### src/rtl/ysyx_22050368_pc_gen.sv
// ysyx_22050368_pc_gen: fetch PC generator for the NPC front end.
// Sequential stepping, backend hold, buffered trap/jump redirects.
//
// Ports:
//   clk, rst               clock, synchronous active-high reset
//   hold_i                 backend stall (freeze PC, buffer redirects)
//   jump_i, jump_addr_i    branch/jump redirect pulse and target
//   trap_i, trap_addr_i    trap/mret redirect pulse and target (beats jump)
//   if_ready_i             IFU accepts pc_o this cycle
//   pc_o, pc_valid_o       fetch request
//   flush_o                1-cycle pulse after a redirect is applied
//   misalign_o             1-cycle pulse: applied target had low bits set
module ysyx_22050368_pc_gen #(
   parameter int          ADDR_W     = 64,
   parameter logic [63:0] RST_ADDR   = 64'h8000_0000,
   parameter int          STEP       = 4,
   parameter int          ALIGN_BITS = 2
) (
   input  logic              clk,
   input  logic              rst,
   input  logic              hold_i,
   input  logic              jump_i,
   input  logic [ADDR_W-1:0] jump_addr_i,
   input  logic              trap_i,
   input  logic [ADDR_W-1:0] trap_addr_i,
   input  logic              if_ready_i,
   output logic [ADDR_W-1:0] pc_o,
   output logic              pc_valid_o,
   output logic              flush_o,
   output logic              misalign_o
);

   typedef enum logic [1:0] {
      S_BOOT,
      S_RUN,
      S_PEND
   } state_t;

   localparam logic [ADDR_W-1:0] RST_PC = ADDR_W'(RST_ADDR);
   localparam logic [ADDR_W-1:0] STEP_W = ADDR_W'(STEP);
   // Bits kept in a redirect target; the rest are forced to zero.
   localparam logic [ADDR_W-1:0] KEEP_MASK = {ADDR_W{1'b1}} << ALIGN_BITS;

   state_t              r_state;
   logic [ADDR_W-1:0]   r_pc;
   logic                r_flush;
   logic                r_mis;
   logic                r_pend_vld;
   logic [ADDR_W-1:0]   r_pend_addr;
   logic                r_pend_trap;

   state_t              w_state_nxt;
   logic [ADDR_W-1:0]   w_pc_nxt;
   logic                w_flush_nxt;
   logic                w_mis_nxt;
   logic                w_pend_vld_nxt;
   logic [ADDR_W-1:0]   w_pend_addr_nxt;
   logic                w_pend_trap_nxt;
   logic                w_new;
   logic [ADDR_W-1:0]   w_new_addr;
   logic [ADDR_W-1:0]   w_tgt;
   logic                w_apply;

   always_comb begin
      w_state_nxt     = r_state;
      w_pc_nxt        = r_pc;
      w_flush_nxt     = 1'b0;
      w_mis_nxt       = 1'b0;
      w_pend_vld_nxt  = r_pend_vld;
      w_pend_addr_nxt = r_pend_addr;
      w_pend_trap_nxt = r_pend_trap;
      w_new           = trap_i | jump_i;
      w_new_addr      = trap_i ? trap_addr_i : jump_addr_i;
      w_tgt           = w_new_addr;
      w_apply         = 1'b0;

      unique case (r_state)
         S_BOOT: begin
            w_state_nxt = S_RUN;
         end
         S_RUN: begin
            if (w_new & ~hold_i) begin
               w_apply = 1'b1;
            end else if (w_new) begin
               w_pend_vld_nxt  = 1'b1;
               w_pend_addr_nxt = w_new_addr;
               w_pend_trap_nxt = trap_i;
               w_state_nxt     = S_PEND;
            end else if (~hold_i & if_ready_i) begin
               w_pc_nxt = r_pc + STEP_W;
            end
         end
         S_PEND: begin
            if (~hold_i & r_pend_vld) begin
               // trap > pending trap > jump > pending jump
               w_apply = 1'b1;
               if (trap_i)
                  w_tgt = trap_addr_i;
               else if (r_pend_trap)
                  w_tgt = r_pend_addr;
               else if (jump_i)
                  w_tgt = jump_addr_i;
               else
                  w_tgt = r_pend_addr;
               w_pend_vld_nxt = 1'b0;
               w_state_nxt    = S_RUN;
            end else if (trap_i) begin
               w_pend_addr_nxt = trap_addr_i;
               w_pend_trap_nxt = 1'b1;
            end else if (jump_i & ~r_pend_trap) begin
               w_pend_addr_nxt = jump_addr_i;
            end
         end
         default: begin
            w_state_nxt = S_BOOT;
         end
      endcase

      if (w_apply) begin
         w_pc_nxt    = w_tgt & KEEP_MASK;
         w_flush_nxt = 1'b1;
         w_mis_nxt   = |(w_tgt & ~KEEP_MASK);
      end
   end

   always_ff @(posedge clk) begin
      if (rst) begin
         r_state     <= S_BOOT;
         r_pc        <= RST_PC;
         r_flush     <= 1'b0;
         r_mis       <= 1'b0;
         r_pend_vld  <= 1'b0;
         r_pend_addr <= '0;
         r_pend_trap <= 1'b0;
      end else begin
         r_state     <= w_state_nxt;
         r_pc        <= w_pc_nxt;
         r_flush     <= w_flush_nxt;
         r_mis       <= w_mis_nxt;
         r_pend_vld  <= w_pend_vld_nxt;
         r_pend_addr <= w_pend_addr_nxt;
         r_pend_trap <= w_pend_trap_nxt;
      end
   end

   assign pc_o       = r_pc;
   assign pc_valid_o = (r_state != S_BOOT);
   assign flush_o    = r_flush;
   assign misalign_o = r_mis;

endmodule
### config.mk
export PLATFORM = sky130hd
export DESIGN_NAME = ysyx_22050368_pc_gen
export DESIGN_NICKNAME = d
export VERILOG_FILES = /design/src/rtl/ysyx_22050368_pc_gen.sv
export SDC_FILE = /design/constraint.sdc
export NUM_CORES = 1
export LEC_CHECK = 0
export BUFFER_PORTS_ARGS = -buffer_cell sky130_fd_sc_hd__buf_2
export CAP_MARGIN = 25
export CORE_AREA = 2 2 121 123
export CTS_CLUSTER_SIZE = 40
export DETAILED_ROUTE_END_ITERATION = 8
export DIE_AREA = 0 0 123 125
export HOLD_SLACK_MARGIN = 0.15
export PLACE_DENSITY = 0.81
export SLEW_MARGIN = 20
export SYNTH_ARGS = -nofsm -noshare
export SYNTH_HDL_FRONTEND = slang
export SYNTH_SLANG_ARGS = --single-unit
### constraint.sdc
create_clock -name clk -period 4.1 [get_ports clk]
set_clock_uncertainty 0.2 [all_clocks]
set_input_delay 0.615 -clock clk [delete_from_list [all_inputs] [get_ports clk]]
set_output_delay 0.615 -clock clk [all_outputs]
set_load 0.03 [all_outputs]
**Word-level counts from Yosys, hierarchy flattened**

Cells that the tools add are included.

- Register bits: 134
- Output and inout port bits: 67
- Word-level logic and storage cells: 77

- Reductions and logical operators: 14
- Add/sub/neg operators: 1
- Muxes and demuxes: 34
- Bitwise logic cells: 10
- Equality and inequality tests: 10

Operator list:

| cell | number |
|---|---|
| 2-to-1 mux 64 bit | 16 |
| case mux 64 bit (2 select lines) | 1 |
| adder 64 x 3 -> 64 bit (second input constant) | 1 |
| inequality test 2 bit (second input constant) | 6 |
| AND reduction 4 bit | 3 |
| 2-to-1 mux 1 bit | 10 |
| AND reduction 5 bit | 2 |
| nonzero test 2 bit | 4 |
| 2-to-1 mux 2 bit | 3 |
| case mux 1 bit (2 select lines) | 3 |
| case mux 2 bit (3 select lines) | 1 |
| OR reduction 2 bit | 3 |
| inverter 1 bit | 5 |
| bitwise AND 1 bit | 4 |
| inequality test 3 bit (second input constant) | 1 |
| AND reduction 3 bit | 1 |
| == test 2 x 1 -> 1 bit (second input constant) | 1 |
| == test 2 bit (second input constant) | 1 |
| logical NOT 2 bit | 1 |
| inequality test 2 x 1 -> 1 bit (second input constant) | 1 |
| OR 1 bit | 1 |

**Depth between registers and ports, before layout**

Gate-level depths: netlist of run 1.

- Depth after elaboration: 7
- Gate-level depth with buffers: 9

**Least setup slack after synthesis of run 1**

No wires, ideal clock.

- Kind: in2reg
- From: input port trap_i
- To: register r_pc[41], in the netlist pc_o[41]
- Data arrival time: 2,538 ps
- Stages: 8
- Path buffers: 3
- Library setup time: 120 ps
- Setup slack: 1,242 ps
- Required time: 3,780 ps
- Cells stage by stage: buf_2 nor4b_4 nand2_1 buf_4 or4_1 clkbuf_1 o211a_1 a211o_1

- Word-level cells in the longest chain between the ends: 6
- Elaborated cells on any way between the ends: 14

Ends and longest elaborated chain:

| item | RTL line | RTL |
|---|---|---|
| from (decl) | 24 | `input logic trap_i,` |
| OR 1 bit | 72 | `w_new = trap_i \| jump_i;` |
| bitwise AND 1 bit | 82 | `if (w_new & ~hold_i) begin` |
| 2-to-1 mux 1 bit | 82 |  |
| case mux 1 bit (2 select lines) | 77 | `unique case (r_state)` |
| inequality test 2 bit (no line) (tied with other cells) | -- |  |
| AND reduction 4 bit (no line) | -- |  |
| to (signal assigned) | 137 | `r_pc <= w_pc_nxt;` |
| to (decl) | 45 | `logic [ADDR_W-1:0] r_pc;` |

Parallel ways exist; a longest one is shown, timed or not.
A chain may end at the register's enable or synchronous reset.

**Worst setup path after layout of run 1**

- From: register r_pc[11], in the netlist pc_o[11]
- To: register r_pc[46], in the netlist pc_o[46]

- Word-level cells in the longest chain between the ends: 6

Ends and longest elaborated chain:

| item | RTL line | RTL |
|---|---|---|
| adder 64 x 3 -> 64 bit | 90 | `w_pc_nxt = r_pc + STEP_W;` |
| 2-to-1 mux 64 bit | 89 | `end else if (~hold_i & if_ready_i) begin` |
| 2-to-1 mux 64 bit | 84 | `end else if (w_new) begin` |
| 2-to-1 mux 64 bit | 82 |  |
| 2-to-1 mux 64 bit | 77 |  |
| 2-to-1 mux 64 bit | 119 | `if (w_apply) begin` |

No other way between the ends. The select of a mux whose other input is x is not followed.

==> results of run 1 <==
==> cells in the final DEF (no fill, tap or decap), types with 16 or more instances in the layout <==
cell / n
sky130_fd_sc_hd__nand3_1: 26
sky130_fd_sc_hd__buf_2: 196
sky130_fd_sc_hd__nor2_1: 102
sky130_fd_sc_hd__o21ai_0: 22
sky130_fd_sc_hd__o211ai_1: 18
sky130_fd_sc_hd__a211oi_1: 52
sky130_fd_sc_hd__buf_4: 19
sky130_fd_sc_hd__inv_1: 16
sky130_fd_sc_hd__o211a_1: 29
sky130_fd_sc_hd__and4_1: 18
sky130_fd_sc_hd__xnor2_1: 21
sky130_fd_sc_hd__nand4_1: 28
sky130_fd_sc_hd__mux2i_1: 70
sky130_fd_sc_hd__clkbuf_16: 17
sky130_fd_sc_hd__dfxtp_1: 132
sky130_fd_sc_hd__nor3_1: 18
sky130_fd_sc_hd__nand2_1: 141
sky130_fd_sc_hd__a311oi_1: 47
==> registers in the layout, summed over array words and instances, names as in the netlist <==
signal / flops
flush_o: 1
misalign_o: 1
pc_o: 62
r_pend_addr: 64
r_pend_trap: 1
r_pend_vld: 1
r_state: 2
==> cells by family (layout without fill, tap and decap cells) <==
| family | after synthesis | in the layout | synth area share |
|---|---|---|---|
| xor gates and xnor gates | 26 | 26 | 0.0285 |
| AOI/OAI and AO/OA | 232 | 232 | 0.234 |
| and+or+nand+nor | 410 | 410 | 0.251 |
| other | 1 | 3 | 0.000469 |
| muxes | 76 | 76 | 0.0960 |
| buffers and inverters | 105 | 264 | 0.0532 |
| adders and majority gates | 4 | 4 | 0.00626 |
| DFF | 132 | 132 | 0.330 |
==> worst paths after layout <==
kind                from          end  slack, ps  cells past startpoint
max             pc_o[11]     pc_o[46]        960                      5
min          r_pend_trap  r_pend_trap        270                      2
max reg2reg     pc_o[11]     pc_o[46]        960                      5
min reg2reg  r_pend_trap  r_pend_trap        270                      2
==> final cells by class <==
type,instances,area share
Clock inverter,4,0.00985
Inverter,18,0.00700
Tap cell,184,0.0239
Timing Repair Buffer,216,0.119
Sequential cell,132,0.274
Multi-Input combinational cell,750,0.515
Clock buffer,26,0.0517
Antenna cell,1,0.000259
==> synthesized netlist by cell type (3+ instances only) <==
| cell | number | share of area |
|---|---|---|
| sky130_fd_sc_hd__ha_1 | 4 | 0.0063 |
| sky130_fd_sc_hd__mux2_2 | 6 | 0.0084 |
| sky130_fd_sc_hd__inv_1 | 17 | 0.0080 |
| sky130_fd_sc_hd__buf_1 | 9 | 0.0042 |
| sky130_fd_sc_hd__and2_1 | 5 | 0.0039 |
| sky130_fd_sc_hd__xnor2_1 | 21 | 0.023 |
| sky130_fd_sc_hd__nor3_1 | 18 | 0.011 |
| sky130_fd_sc_hd__dfxtp_1 | 132 | 0.33 |
| sky130_fd_sc_hd__clkbuf_1 | 69 | 0.032 |
| sky130_fd_sc_hd__a211oi_1 | 52 | 0.049 |
| sky130_fd_sc_hd__o211ai_1 | 18 | 0.017 |
| sky130_fd_sc_hd__o21ai_0 | 23 | 0.014 |
| sky130_fd_sc_hd__or3_1 | 13 | 0.010 |
| sky130_fd_sc_hd__o31ai_1 | 6 | 0.0056 |
| sky130_fd_sc_hd__o21a_1 | 4 | 0.0038 |
| sky130_fd_sc_hd__a221oi_1 | 5 | 0.0055 |
| sky130_fd_sc_hd__a21oi_1 | 5 | 0.0031 |
| sky130_fd_sc_hd__o211a_1 | 29 | 0.036 |
| sky130_fd_sc_hd__a211o_1 | 8 | 0.0088 |
| sky130_fd_sc_hd__or4_1 | 9 | 0.0084 |
| sky130_fd_sc_hd__nor2b_1 | 3 | 0.0023 |
| sky130_fd_sc_hd__a311oi_1 | 47 | 0.051 |
| sky130_fd_sc_hd__nand3_1 | 27 | 0.017 |
| sky130_fd_sc_hd__buf_4 | 3 | 0.0028 |
| sky130_fd_sc_hd__nor2_1 | 102 | 0.048 |
| sky130_fd_sc_hd__buf_2 | 4 | 0.0025 |
| sky130_fd_sc_hd__a31oi_1 | 4 | 0.0031 |
| sky130_fd_sc_hd__and4_1 | 18 | 0.020 |
| sky130_fd_sc_hd__nor4_1 | 15 | 0.012 |
| sky130_fd_sc_hd__o311ai_0 | 8 | 0.0088 |
| sky130_fd_sc_hd__mux2i_1 | 70 | 0.088 |
| sky130_fd_sc_hd__and3_1 | 15 | 0.012 |
| sky130_fd_sc_hd__nand2_1 | 141 | 0.066 |
| sky130_fd_sc_hd__a311o_1 | 10 | 0.013 |
| sky130_fd_sc_hd__nand4_1 | 28 | 0.022 |
| sky130_fd_sc_hd__xor2_1 | 5 | 0.0055 |
==> power by group <==
group	internal, µW	leakage [µW]	switching (µW)
clock	1010	0.000290	552
sequential	1470	0.00108	137
combinational	330	0.00303	541
total	2820	0.00440	1230
==> metal layers <==
layer  vias to the layer above  share of wire  wire, µm
met5                         -              0         0
met4                         0          0.046      1200
met3                        90          0.099      2580
met2                       478           0.45     11800
met1                      4016           0.40     10500
li1                       4017              -         -
==> worst max-delay path, stage by stage (launching register included) <==
cell	delay, ps
sky130_fd_sc_hd__dfxtp_1	440
sky130_fd_sc_hd__and4_1	330
sky130_fd_sc_hd__nand4_1	580
sky130_fd_sc_hd__or4b_2	850
sky130_fd_sc_hd__a21o_1	190
sky130_fd_sc_hd__a221oi_1	400
==> stage by stage <==
step / std cells / instance area [µm²] / setup WS (ps) / util / hold slack [ps]
detailed placement: 1300 / 9050 / 822 / 0.637 / 266
floorplan: 987 / 8000 / 1240 / - / 245
global route: 1330 / 9650 / 857 / 0.679 / 273
CTS: 1330 / 9650 / 1060 / 0.679 / 266
global placement: 1299 / 9050 / 836 / 0.637 / 265
finish: 1331 / 9650 / 962 / 0.679 / 274
==> tab_implementation.tex, run 1 <==
\begin{tabular}{lr}
\hline
Metric & Value \\
\hline
\multicolumn{2}{l}{\textbf{Drt}} \\
\quad First-pass iteration count of the detailed router & 6 \\
\quad Via density per instance & 6.46 \\
\quad Detailed Route WL & 26.1 mm \\
\quad Number of DRC violations after detailed routing & 0 \\
\quad Post-DRT Antenna Nets & 0 \\
\quad Routed vias & 8601 \\
\quad Violation count after the first detailed-route iteration & 885 \\
\quad DR WL/cell & 19.6 µm \\
\multicolumn{2}{l}{\textbf{Floorplanning}} \\
\quad Floorplan core area & 14200 µm² \\
\quad Boundary Pins & 201 \\
\quad Area of the die & 15400 µm² \\
\quad Row Count & 44 \\
\quad DIE HEIGHT & 125 µm \\
\quad Initial cell density of the core & 0.563 \\
\quad Width of the die & 123 µm \\
\multicolumn{2}{l}{\textbf{STA}} \\
\quad Endpoints failing hold & 0 \\
\quad Final setup violation count & 0 \\
\quad Worst slew pin tran & 940 ps \\
\quad Setup repair after global routing missed its margin & false \\
\quad Highest clock rate & 319 MHz \\
\quad Max\_slew headroom & 0.374 \\
\quad Setup\_tns & 0 ps \\
\quad Number of max-slew violations in the final report & 0 \\
\quad Final worst-path cycle share & 0.765 \\
\quad Final critical path time including I/O delays and setup & 3140 ps \\
\multicolumn{2}{l}{\textbf{Setup path}} \\
\quad Critical path data arrival time & 3230 ps \\
\quad Startpoint type of the worst setup path & flip-flop \\
\quad Largest fanout on the critical path & 15 \\
\quad Required time reported for the critical path endpoint & 4190 ps \\
\quad Type of the setup path with the least slack & reg -> reg \\
\quad Kind of end point of the critical path & flip-flop \\
\multicolumn{2}{l}{\textbf{Power}} \\
\quad Final Total Pwr & 4040 µW \\
\quad Leakage dissipation & 0.00440 µW \\
\quad Worst IR drop on VDD & 295 µV \\
\quad Power density over the cells & 419 nW/µm² \\
\multicolumn{2}{l}{\textbf{Layout}} \\
\quad Layout overhead on the synthesized area & 20.6\% \\
\quad Footprint of the flip-flops and latches & 2640 µm² \\
\quad Total area of multi-input combinational cells & 4970 µm² \\
\quad Fraction of final layout cells sized beyond drive strength 1 & 0.229 \\
\quad \# nets final & 1273 \\
\quad Fill cell count & 1194 \\
\multicolumn{2}{l}{\textbf{Clocking}} \\
\quad TritonCTS Buffers & 17 \\
\quad Cells resized by post-CTS repair & 0 \\
\quad CTS tree & built \\
\quad Post-CTS setup buffer count & 0 \\
\quad Number of sinks on the clock net & 132 \\
\quad Root buf cell & sky130\_fd\_sc\_hd\_\_clkbuf\_16 \\
\quad Clock-pin slew reported for the worst setup and hold paths after clock tree synthesis & 60 ps \\
\quad CTS Hold Bufs & 0 \\
\quad Max Root-Sink Buffers & 2 \\
\quad Deepest level of the CTS H-tree & 4 \\
\quad Clock Latency Late Sink & 420 ps \\
\multicolumn{2}{l}{\textbf{Place}} \\
\quad Input/output buffers & 198 \\
\quad RD Place Congestion & 0.987 \\
\quad HPWL after detailed placement & 18.0 mm \\
\multicolumn{2}{l}{\textbf{GRT}} \\
\quad Tot GR Track Use & 0.336 \\
\quad Met2 Usage GRT & 0.516 \\
\quad Largest net degree at the start of global routing & 88 \\
\quad Wire length of the first global-routing pass & 40.7 mm \\
\quad GRT met1 Usage & 0.438 \\
\quad Initial antenna violation count & 1 \\
\quad Via count of the first global-routing pass & 7846 \\
\quad Total overflow reported by the global router & 0 \\
\quad Met3 Resource Use GR & 0.0830 \\
\quad GRT busiest layer & met2 \\
\multicolumn{2}{l}{\textbf{Synth}} \\
\quad Summed instance area of the synthesized netlist & 8000 µm² \\
\quad Portion of the post-synthesis area used by sequential elements & 0.330 \\
\quad Average size of a mapped cell & 8.11 µm² \\
\quad Number of storage elements in the synthesis netlist & 132 \\
\quad Post-synth ARST share & 0 \\
\quad Number of synthesized flops with an enable pin & 0 \\
\quad Yosys cell types & 63 \\
\quad Number of warnings issued by yosys & 0 \\
\quad Main flop type after synthesis & sky130\_fd\_sc\_hd\_\_dfxtp\_1 \\
\quad Cell count after synthesis & 986 \\
\multicolumn{2}{l}{\textbf{Status}} \\
\quad Run status & finished clean \\
\multicolumn{2}{l}{\textbf{Run}} \\
\quad Count of maximum capacitance violations & 0 \\
\multicolumn{2}{l}{\textbf{Min path}} \\
\quad Class of the tightest hold or removal check & reg -> reg \\
\hline
\end{tabular}
No activity file was read; power rests on OpenSTA's default activity.
==> run 2: changes to the inputs <==
- CORE_AREA: 2 2 121 123 -> 2 2 125 127
- DIE_AREA: 0 0 123 125 -> 0 0 127 129
- PLACE_DENSITY: 0.81 -> 0.76
- clock period: 4.1 -> 3.2 ns (I/O delays scaled with it)
==> run 2 against run 1 <==
  * Combinational power increased by 45%
  * Total power grew 39%
  * First-iteration DRC count rose by 7.7%
  * Final area grew 7.1%
  * Flip-flop and latch count did not move
  * Clock power up 46%
  * Largest cell class unchanged
  * Die area grew 6.6%
  * Global-route usage fell by 0.21 points
  * Non-clock buffer count grew 55
  * Largest power group is now clock
  * Register-to-register slack got worse by 750 ps
  * Clock-buffer cell count shrank 6
==> tab_implementation.tex, run 2 (synthesized netlist as in run 1, its figures left out) <==
\begin{tabular}{lr}
\hline
Metric & Value \\
\hline
\multicolumn{2}{l}{\textbf{Status}} \\
\quad Run status & finished clean \\
\multicolumn{2}{l}{\textbf{STA}} \\
\quad Endpoints failing hold & 0 (unchanged) \\
\quad Final setup violation count & 0 (unchanged) \\
\quad Max\_slew headroom & 0.428 (+0.0548) \\
\quad Setup\_tns & 0 ps (unchanged) \\
\quad Highest clock rate & 335 MHz (+5.0\%) \\
\quad Setup repair after global routing missed its margin & false \\
\quad Number of max-slew violations in the final report & 0 (unchanged) \\
\quad Final critical path time including I/O delays and setup & 2990 ps (-151 ps) \\
\quad Worst slew pin tran & 857 ps (-82.2 ps) \\
\quad Final worst-path cycle share & 0.934 (+0.168) \\
\multicolumn{2}{l}{\textbf{Place}} \\
\quad Input/output buffers & 198 (unchanged) \\
\quad RD Place Congestion & 0.953 (-3.5\%) \\
\quad HPWL after detailed placement & 19.1 mm (+6.4\%) \\
\quad Count of placed standard cells including taps & 1319 (+1.5\%) \\
\multicolumn{2}{l}{\textbf{Floorplanning}} \\
\quad Boundary Pins & 201 (unchanged) \\
\quad DIE HEIGHT & 129 µm (+3.2\%) \\
\quad Width of the die & 127 µm (+3.3\%) \\
\quad Area of the die & 16400 µm² (+6.6\%) \\
\quad Row Count & 45 (+2.3\%) \\
\quad Floorplan core area & 15000 µm² (+5.4\%) \\
\quad Initial cell density of the core & 0.534 (-0.0291) \\
\multicolumn{2}{l}{\textbf{Layout}} \\
\quad Fill cell count & 1247 (+4.4\%) \\
\quad \# nets final & 1330 (+4.5\%) \\
\quad Fraction of final layout cells sized beyond drive strength 1 & 0.239 (+0.00951) \\
\quad Layout overhead on the synthesized area & 29.2\% \\
\quad Flip-flop count of the largest register after layout & 64 (unchanged) \\
\quad Final non-filler cell total & 1393 (+4.7\%) \\
\quad Number of antenna diodes & 0 (-1) \\
\quad Register with the most flip-flops & r\_pend\_addr \\
\quad Commonest cells after routing, fill and taps aside & 196 x sky130\_fd\_sc\_hd\_\_buf\_2, 141 x sky130\_fd\_sc\_hd\_\_nand2\_1, 132 x sky130\_fd\_sc\_hd\_\_dfxtp\_1 \\
\quad Most frequent standard cell in the layout excluding fill and tap cells & sky130\_fd\_sc\_hd\_\_buf\_2 \\
\multicolumn{2}{l}{\textbf{Min path}} \\
\quad Worst min-delay path startpoint & jump\_addr\_i[24] \\
\quad Worst Hold End & r\_pend\_addr[24] \\
\quad Number of cells traversed by the worst hold path & 3 (+1) \\
\quad Class of the tightest hold or removal check & in -> reg \\
\multicolumn{2}{l}{\textbf{Clocking}} \\
\quad Post-CTS setup buffer count & 0 (unchanged) \\
\quad Clock Latency Late Sink & 430 ps (about the same) \\
\quad Max Root-Sink Buffers & 2 (unchanged) \\
\quad Root buf cell & sky130\_fd\_sc\_hd\_\_clkbuf\_16 \\
\quad CTS tree & built \\
\quad Number of sinks on the clock net & 132 (unchanged) \\
\quad Deepest level of the CTS H-tree & 4 (unchanged) \\
\quad TritonCTS Buffers & 17 (unchanged) \\
\quad Clock-pin slew reported for the worst setup and hold paths after clock tree synthesis & 60 ps (about the same) \\
\multicolumn{2}{l}{\textbf{GRT}} \\
\quad Initial antenna violation count & 0 (-1) \\
\quad Tot GR Track Use & 0.334 (-0.00213) \\
\quad Via count of the first global-routing pass & 8046 (+2.5\%) \\
\quad Largest net degree at the start of global routing & 86 (-2.3\%) \\
\quad Wire length of the first global-routing pass & 43.0 mm (+5.7\%) \\
\quad Total overflow reported by the global router & 0 (unchanged) \\
\multicolumn{2}{l}{\textbf{Drt}} \\
\quad Via density per instance & 6.49 (+0.45\%) \\
\quad First-pass iteration count of the detailed router & 6 (unchanged) \\
\quad Violation count after the first detailed-route iteration & 953 (+7.7\%) \\
\quad Routed vias & 9042 (+5.1\%) \\
\quad Number of DRC violations after detailed routing & 0 (unchanged) \\
\quad Detailed Route WL & 28.5 mm (+9.1\%) \\
\quad DR WL/cell & 20.5 µm (+4.2\%) \\
\quad Post-DRT Antenna Nets & 0 (unchanged) \\
\multicolumn{2}{l}{\textbf{Setup path}} \\
\quad Reg-to-Reg End & r\_pend\_addr[15] \\
\quad Kind of end point of the critical path & flip-flop \\
\quad Critical path data arrival time & 3160 ps (-70 ps) \\
\quad FF-to-FF path depth & 8 (+3) \\
\quad Type of the setup path with the least slack & reg -> reg \\
\quad Required time reported for the critical path endpoint & 3370 ps (-820 ps) \\
\quad Source of the worst register-to-register timing path & r\_state[0] \\
\quad Startpoint type of the worst setup path & flip-flop \\
\quad Worst setup slack for register-to-register paths & 210 ps (-750 ps) \\
\quad Largest fanout on the critical path & 34 (+19) \\
\multicolumn{2}{l}{\textbf{Run}} \\
\quad Count of maximum capacitance violations & 0 (unchanged) \\
\multicolumn{2}{l}{\textbf{Power}} \\
\quad Leakage dissipation & 0.00471 µW (+7.1\%) \\
\quad Final Total Pwr & 5620 µW (+39\%) \\
\quad Worst IR drop on VDD & 402 µV (+36\%) \\
\quad Power density over the cells & 543 nW/µm² (+30\%) \\
\hline
\end{tabular}
==> run 2: cell count changes in the layout (fill, tap and decap cells not counted) <==
cell                            delta
sky130_fd_sc_hd__a21oi_1           -1
sky130_fd_sc_hd__a21oi_2           +1
sky130_fd_sc_hd__buf_12            +4
sky130_fd_sc_hd__buf_4            +11
sky130_fd_sc_hd__bufinv_16         +3
sky130_fd_sc_hd__clkbuf_1          -5
sky130_fd_sc_hd__clkbuf_8          -1
sky130_fd_sc_hd__clkinvlp_4        +4
sky130_fd_sc_hd__diode_2           -1
sky130_fd_sc_hd__dlygate4sd3_1    +40
sky130_fd_sc_hd__inv_6             +1
sky130_fd_sc_hd__o221a_2           +2
==> run 2: power by group <==
part           internal, µW  switching [µW]
clock network          1520             774
registers              1880             172
logic                   513             751
==> run 2: worst max-delay path, stage by stage (launching register included) <==
cell                            delay (ps)
sky130_fd_sc_hd__dfxtp_1               350
sky130_fd_sc_hd__inv_1                  80
sky130_fd_sc_hd__ha_1                  400
sky130_fd_sc_hd__a21oi_2               350
sky130_fd_sc_hd__o221a_4               390
sky130_fd_sc_hd__buf_12                220
sky130_fd_sc_hd__nor2_1                 60
sky130_fd_sc_hd__a311oi_1              270
sky130_fd_sc_hd__dlygate4sd3_1         590
==> run 2: timing repair <==
item | 4_1_cts | 5_1_grt
hold buffers | 40 | 0
gates resized for setup | 0 | 1
endpoints found under the hold margin | 31 | 0
endpoints found under the setup margin | 0 | 6
==> run 2: worst max path at each step <==
| stage | startpoint | end | slack, ps | cells past startpoint |
|---|---|---|---|---|
| floorplan | pc_o[5] | pc_o[57] | 410 | 7 |
| CTS | r_state[0] | r_pend_addr[2] | 150 | 8 |
| detailed placement | trap_i | r_pend_addr[59] | 360 | 6 |
| global placement | trap_i | r_pend_addr[59] | 430 | 6 |
| finish | r_state[0] | r_pend_addr[15] | 210 | 8 |
| global route | r_state[0] | r_pend_addr[15] | 90 | 8 |
==> run 2: stage by stage <==
| stage | setup slack, ps | util | area (µm²) | hold WS (ps) |
|---|---|---|---|---|
| 3_3_place_gp | 433 | 0.616 | 9220 | 258 |
| 3_5_place_dp | 362 | 0.616 | 9220 | 261 |
| 6_report | 212 | 0.690 | 10300 | 158 |
| 4_1_cts | 150 | 0.689 | 10300 | 150 |
| 2_1_floorplan | 408 | - | 8000 | 245 |
| 5_1_grt | 87.0 | 0.690 | 10300 | 153 |
==> run 2: layer usage <==
layer / track usage / vias up / wire length, µm
li1: - / 4140 / -
met1: 0.428 / 4237 / 11300
met2: 0.526 / 566 / 12900
met3: 0.0798 / 99 / 2930
met4: 0.174 / 0 / 1390
met5: 0 / - / 0
==> run 2: final cells by class <==
| cell class | instances | area, µm² | area share |
|---|---|---|---|
| Multi-Input combinational cell | 752 | 5000 | 0.483 |
| Sequential cell | 132 | 2640 | 0.256 |
| Timing Repair Buffer | 271 | 1710 | 0.165 |
| Clock buffer | 20 | 467 | 0.0451 |
| Tap cell | 188 | 235 | 0.0228 |
| Clock inverter | 12 | 224 | 0.0217 |
| Inverter | 18 | 67.6 | 0.00654 |
